[src/rtl/sisc_fetch_if.sv]
// sisc_fetch_if: instruction-memory handshake plus core-side ir/branch
// signals of the SISC fetch stage. The master modport is the fetch stage
// and the slave modport is the memory/core environment around it.
interface sisc_fetch_if #(
    parameter int AW = 16,
    parameter int IW = 32
);
    logic          imem_req;
    logic [AW-1:0] imem_addr;
    logic          imem_ack;
    logic [IW-1:0] imem_rdata;
    logic [IW-1:0] ir;
    logic          ir_valid;
    logic [AW-1:0] pc;
    logic          next_instr;
    logic          br_taken;
    logic          br_abs;
    logic [AW-1:0] br_imm;
    logic          halted;

    modport master (
        output imem_req, imem_addr, ir, ir_valid, pc, halted,
        input  imem_ack, imem_rdata, next_instr, br_taken, br_abs, br_imm
    );

    modport slave (
        input  imem_req, imem_addr, ir, ir_valid, pc, halted,
        output imem_ack, imem_rdata, next_instr, br_taken, br_abs, br_imm
    );
endinterface

[src/rtl/sisc_fetch.sv]
// sisc_fetch: SISC instruction fetch stage. Holds the PC, fetches over a
// req/ack handshake, presents ir with a valid flag until the control unit
// consumes it, and applies branch redirects at consumption time.
// Optional macro SISC_FETCH_HALT_DETECT_EN: stop fetching after consuming
// an instruction whose top nibble is 4'hF (HLT) until reset.
module sisc_fetch #(
    parameter int            AW       = 16,
    parameter int            IW       = 32,
    parameter logic [AW-1:0] RESET_PC = '0
) (
    input logic         clk,
    input logic         rst_f,
    sisc_fetch_if.master bus
);

`ifdef SISC_FETCH_HALT_DETECT_EN
    typedef enum logic [1:0] {
        s_fetch,
        s_wait,
        s_hold,
        s_halted
    } state_t;
`else
    typedef enum logic [1:0] {
        s_fetch,
        s_wait,
        s_hold
    } state_t;
`endif

    state_t        state;
    logic [AW-1:0] pc_r;
    logic [IW-1:0] ir_r;
    logic          ir_valid_r;
    logic          req_r;
`ifdef SISC_FETCH_HALT_DETECT_EN
    logic          hlt_pend;
    logic          halted_r;
`endif

    // Fetch FSM: req is a registered copy of "state is WAIT" so that the
    // memory bus sees no combinational path from any input.
    always_ff @(posedge clk or posedge rst_f) begin
        if (rst_f) begin
            state      <= s_fetch;
            pc_r       <= RESET_PC;
            ir_r       <= '0;
            ir_valid_r <= 1'b0;
            req_r      <= 1'b0;
`ifdef SISC_FETCH_HALT_DETECT_EN
            hlt_pend   <= 1'b0;
            halted_r   <= 1'b0;
`endif
        end else begin
            case (state)
                s_fetch: begin
                    state <= s_wait;
                    req_r <= 1'b1;
                end
                s_wait: begin
                    if (bus.imem_ack) begin
                        ir_r       <= bus.imem_rdata;
                        ir_valid_r <= 1'b1;
                        pc_r       <= pc_r + AW'(1);
                        req_r      <= 1'b0;
                        state      <= s_hold;
`ifdef SISC_FETCH_HALT_DETECT_EN
                        hlt_pend   <= (bus.imem_rdata[IW-1 -: 4] == 4'hF);
`endif
                    end
                end
                s_hold: begin
                    if (bus.next_instr) begin
                        ir_valid_r <= 1'b0;
                        // pc already points past this instruction, so a
                        // relative target is taken from the incremented pc.
                        if (bus.br_taken) begin
                            pc_r <= bus.br_abs ? bus.br_imm : pc_r + bus.br_imm;
                        end
`ifdef SISC_FETCH_HALT_DETECT_EN
                        if (hlt_pend) begin
                            state    <= s_halted;
                            halted_r <= 1'b1;
                        end else begin
                            state <= s_fetch;
                        end
`else
                        state <= s_fetch;
`endif
                    end
                end
`ifdef SISC_FETCH_HALT_DETECT_EN
                s_halted: begin
                    state <= s_halted;
                end
`endif
                default: begin
                    state <= s_fetch;
                    req_r <= 1'b0;
                end
            endcase
        end
    end

    assign bus.imem_req  = req_r;
    assign bus.imem_addr = pc_r;
    assign bus.ir        = ir_r;
    assign bus.ir_valid  = ir_valid_r;
    assign bus.pc        = pc_r;
`ifdef SISC_FETCH_HALT_DETECT_EN
    assign bus.halted    = halted_r;
`else
    assign bus.halted    = 1'b0;
`endif

endmodule

[src/flat_wrapper.sv]
// flat-port wrapper written by rule: the top's interface ports become plain ports
module sisc_fetch_flat 
#(
    parameter int            AW       = 16,
    parameter int            IW       = 32,
    parameter logic [AW-1:0] RESET_PC = '0
)
  (clk, rst_f, bus_imem_req, bus_imem_addr, bus_ir, bus_ir_valid, bus_pc, bus_halted, bus_imem_ack, bus_imem_rdata, bus_next_instr, bus_br_taken, bus_br_abs, bus_br_imm);
  sisc_fetch_if #(.AW(AW), .IW(IW)) bus_i ();
  input logic clk;
  input logic rst_f;
  output wire logic [$bits(bus_i.imem_req)-1:0] bus_imem_req;
  output wire logic [$bits(bus_i.imem_addr)-1:0] bus_imem_addr;
  output wire logic [$bits(bus_i.ir)-1:0] bus_ir;
  output wire logic [$bits(bus_i.ir_valid)-1:0] bus_ir_valid;
  output wire logic [$bits(bus_i.pc)-1:0] bus_pc;
  output wire logic [$bits(bus_i.halted)-1:0] bus_halted;
  input wire logic [$bits(bus_i.imem_ack)-1:0] bus_imem_ack;
  input wire logic [$bits(bus_i.imem_rdata)-1:0] bus_imem_rdata;
  input wire logic [$bits(bus_i.next_instr)-1:0] bus_next_instr;
  input wire logic [$bits(bus_i.br_taken)-1:0] bus_br_taken;
  input wire logic [$bits(bus_i.br_abs)-1:0] bus_br_abs;
  input wire logic [$bits(bus_i.br_imm)-1:0] bus_br_imm;
  assign bus_imem_req = bus_i.imem_req;
  assign bus_imem_addr = bus_i.imem_addr;
  assign bus_ir = bus_i.ir;
  assign bus_ir_valid = bus_i.ir_valid;
  assign bus_pc = bus_i.pc;
  assign bus_halted = bus_i.halted;
  assign bus_i.imem_ack = bus_imem_ack;
  assign bus_i.imem_rdata = bus_imem_rdata;
  assign bus_i.next_instr = bus_next_instr;
  assign bus_i.br_taken = bus_br_taken;
  assign bus_i.br_abs = bus_br_abs;
  assign bus_i.br_imm = bus_br_imm;
  sisc_fetch #(.AW(AW), .IW(IW), .RESET_PC(RESET_PC)) u_core (.clk(clk), .rst_f(rst_f), .bus(bus_i));
endmodule
[config.mk]
export PLATFORM = sky130hd
export DESIGN_NAME = sisc_fetch_flat
export DESIGN_NICKNAME = d
export VERILOG_FILES = /design/src/rtl/sisc_fetch_if.sv /design/src/rtl/sisc_fetch.sv /design/src/flat_wrapper.sv
export SDC_FILE = /design/constraint.sdc
export NUM_CORES = 1
export LEC_CHECK = 0
export ABC_AREA = 1
export CAP_MARGIN = 20
export CORE_AREA = 2 2 89 91
export DETAILED_ROUTE_END_ITERATION = 16
export DIE_AREA = 0 0 91 93
export PLACE_DENSITY = 0.9
export RECOVER_POWER = 50
export SLEW_MARGIN = 30
export SYNTH_ARGS = -nofsm -noshare
export SYNTH_HDL_FRONTEND = slang
export SYNTH_SLANG_ARGS = --single-unit
[constraint.sdc]
create_clock -name clk -period 4.9 [get_ports clk]
set_input_delay 0.98 -clock clk [delete_from_list [all_inputs] [get_ports clk]]
set_output_delay 0.98 -clock clk [all_outputs]
set_load 0.02 [all_outputs]
==> run_results.csv <==
group,metric,value,unit
worst_setup_path,worstPathArrival,3.70,ns
floorplan,core_area,7527,sq um
hold_path,worstHoldStart,"u_core.bus.ir[31]$_DFFE_PP0P_",
timing,fmax,289.4,MHz
logic_synthesis,synth.avg_cell_area,8.034,sq um
timing,maxSlewViolCount,89,
place,portBuffers,119,
job,cap_viol_max_count,2,
final_layout,layout_commonest_cell,"clkdlybuf4s50_1",
timing,skew,0.009801,ns
drt,wl_per_cell,14.74,um
clocking,clkTransAtPathRegs,0.10,ns
drt,ant_nets,0,
logic_synthesis,synth_top_family_by_area,"simple AND/OR/NAND/NOR gates",
worst_setup_path,critPathKind,"in2reg",
pwr,seqPwrFrac,27.0,%
hold_path,hold_path_end,"u_core.bus.ir[31]$_DFFE_PP0P_",
clocking,root_buffer,"clkbuf_8",
floorplan,io_pins,121,
clocking,ctsLongestPathBuffers,2,
worst_setup_path,cp_max_fo,35,
pwr,switching_share,46.62,%
logic_synthesis,ys_seq_elements,52,
final_layout,fillers,648,
drt,firstDrtPassIters,6,
timing,fin_crit,3.455,ns
logic_synthesis,syn-cell-area,3647,sq um
timing,rsz0062_at_grt,"false",
logic_synthesis,yosys.area_share.simple,23.60,%
clocking,cts_resized,0,
timing,slew_headroom,-52.70,%
place,gp_congestion,0.9289,
timing,fin_tns_setup,0,ns
clocking,insertion_delay,0.32,ns
clocking,tritoncts,"yes",
worst_setup_path,r2r-start,"u_core.state[0]$_DFFE_PP0P_",
logic_synthesis,synth-compound-area-share,11.46,%
hold_path,whs_path_depth,1,
pwr,peakVddDrop,0.2655,mV
place,dp_hpwl,7.442,mm
drt,wl,9.687,mm
pwr,clkPwrFrac,8.4,%
timing,hold_viol_final,0,
floorplan,die_h,93,um
run_status,outcome,"finished with violations",
clocking,h-tree-depth,2,
worst_setup_path,critPathRequiredTime,5.15,ns
logic_synthesis,async_reset_ff_share,100.0,%
logic_synthesis,synth_xor_area_share,2.882,%
clocking,cts_hold_buf,0,
logic_synthesis,synth.net_count,525,
logic_synthesis,synthAdderAreaFrac,6.038,%
final_layout,final_cell_mix,"clkdlybuf4s50_1, nand2_1, dfrtp_1",
clocking,cts_buffers,5,
logic_synthesis,yosysUniqueCellTypes,38,
pwr,leakage,2.254,nW
worst_setup_path,worstSetupStartpointType,"input port",
pwr,comb_power_share,64.6,%
final_layout,diodes,0,
grt,grt_antenna_before_repair,0,
timing,holdWs,0.5095,ns
floorplan,die_x,91,um
floorplan,rows,32,
logic_synthesis,seq_area_frac_synth,35.68,%
logic_synthesis,synth_edf_count,0,
final_layout,finalNetCount,625,
logic_synthesis,yosys_warnings,0,
pwr,power_density,653.8,nW/um^2
grt,first_global_vias,3264,
timing,tightest_slew,2.278,ns
logic_synthesis,ys.flop_type,"dfrtp_1",
clocking,numClockSinks,52,
clocking,post_cts_buffers,0,
floorplan,initial_core_util,48.45,%
drt,vias,3424,
hold_path,hp-class,"reg2reg",
final_layout,area_growth,33.48,%
worst_setup_path,rrSetupSlack,2.10,ns
pwr,p_int,1.699,mW
grt,grt_overflow,0,
logic_synthesis,synth_mux_area_share,9.880,%
run_status,violations,"max-capacitance violations, max-slew violations",
floorplan,die_area,8463,sq um
worst_setup_path,r2r_cells,6,
drt,drc,0,
grt,grt_usage,22.43,%
grt,grt_max_degree,53,
grt,grt_pass1_wl,15.42,mm
worst_setup_path,r2r-end,"u_core.bus.imem_addr[1]$_DFFE_PP0P_",
logic_synthesis,syn_inst,454,
drt,via_per_inst,5.212,
worst_setup_path,cp-end-kind,"register",
pwr,p_switching,1.484,mW
drt,dr.first_iter.drc_count,225,
timing,fin_crit_sh,70.51,%
timing,setup_viol_count_final,0,
final_layout,drive_above_1_share,11.71,%
## power groups by stage
stage	combinational [mW]	sequential [mW]	clock [mW]
after detailed placement	2.04	0.869	0
after CTS	2.05	0.861	0.270
after floorplan	1.13	1.07	0
final	2.05	0.861	0.267
after global routing	2.22	0.898	0.287
after global placement	1.99	0.848	0
## state kept, by name, indices dropped and copies added, names as in the netlist
name,cells
u_core.bus.imem_addr,16
u_core.bus.ir_valid,1
u_core.bus.imem_req,1
u_core.bus.ir,32
u_core.state,2
## final cells by class
class / count / area, sq um / area share (%)
clock inverters: 2 / 13.76 / 0.2827
clock buffers: 6 / 82.58 / 1.696
inverters: 50 / 196.4 / 4.035
well taps: 102 / 127.6 / 2.621
repair buffers: 119 / 1191 / 24.47
multi-input cells: 326 / 1956 / 40.17
flip-flops and latches: 52 / 1301 / 26.73
## routing by layer
| layer | share of wire, % | up-vias | global-route usage (%) |
|---|---|---|---|
| li1 | - | 1670 | - |
| met1 | 40 | 1600 | 27.76 |
| met2 | 51 | 132 | 38.77 |
| met3 | 5.7 | 22 | 3.948 |
| met4 | 2.9 | 0 | 9.470 |
| met5 | 0 | - | 0 |
## critical path: stages
cell and delay, ns:
dlygate4sd3_1 0.56, nand3_1 1.12, o21ai_4 0.39, o21ai_4 0.23, inv_6 0.20, nor2_1 0.06, a31oi_1 0.15
## cell families (layout without fill, tap and decap cells)
logic type | count (synthesis) | count (layout)
AO/OA/AOI/OAI | 63 | 63
XOR/XNOR | 12 | 12
adder cells (fa/ha/maj) | 17 | 17
multiplexers | 32 | 32
other | 1 | 1
flip-flops | 52 | 52
AND/OR/NAND/NOR | 201 | 201
buffers and inverters | 76 | 177
## worst max-delay path by stage
stage          slack, ns  cells after the start                                    to     startpoint
5_1_grt             1.14                      7   u_core.bus.imem_addr[1]$_DFFE_PP0P_   bus_imem_ack
2_1_floorplan       2.48                     11   u_core.bus.imem_addr[8]$_DFFE_PP0P_  bus_br_imm[0]
3_5_place_dp        1.88                     12   u_core.bus.imem_addr[8]$_DFFE_PP0P_  bus_br_imm[0]
6_report            1.44                      7   u_core.bus.imem_addr[1]$_DFFE_PP0P_   bus_imem_ack
4_1_cts             2.21                     12   u_core.bus.imem_addr[8]$_DFFE_PP0P_  bus_br_imm[0]
3_3_place_gp        1.92                     11  u_core.bus.imem_addr[11]$_DFFE_PP0P_  bus_br_imm[2]
## cells in the mapped netlist, types with 3 or more instances
library cell / count / area, sq um
xor2_1: 7 / 61.31
o21ai_0: 14 / 70.07
buf_4: 17 / 127.6
mux2_2: 32 / 360.4
or2_2: 4 / 25.02
nor3_1: 6 / 30.03
nor2_1: 46 / 172.7
inv_1: 47 / 176.4
o211ai_1: 4 / 30.03
nand2_1: 107 / 401.6
nand4_1: 4 / 25.02
a21oi_1: 19 / 95.09
dfrtp_1: 52 / 1301
a21oi_2: 12 / 105.1
xnor2_1: 5 / 43.79
ha_1: 16 / 200.2
buf_2: 5 / 25.02
a31oi_1: 3 / 18.77
nand3_1: 29 / 145.1
## metrics by stage
stage	power (mW)	setup slack (ns)	utilization [%]	cells	instance area, sq um
global placement	2.842	1.915	63.55	649	4783
finish	3.183	1.445	64.68	657	4868
detailed placement	2.913	1.879	63.58	649	4786
floorplan	2.194	2.477	-	454	3647
global route	3.409	1.135	64.68	657	4868
CTS	3.184	2.214	64.86	657	4882
No activity file was read; power rests on OpenSTA's default activity.
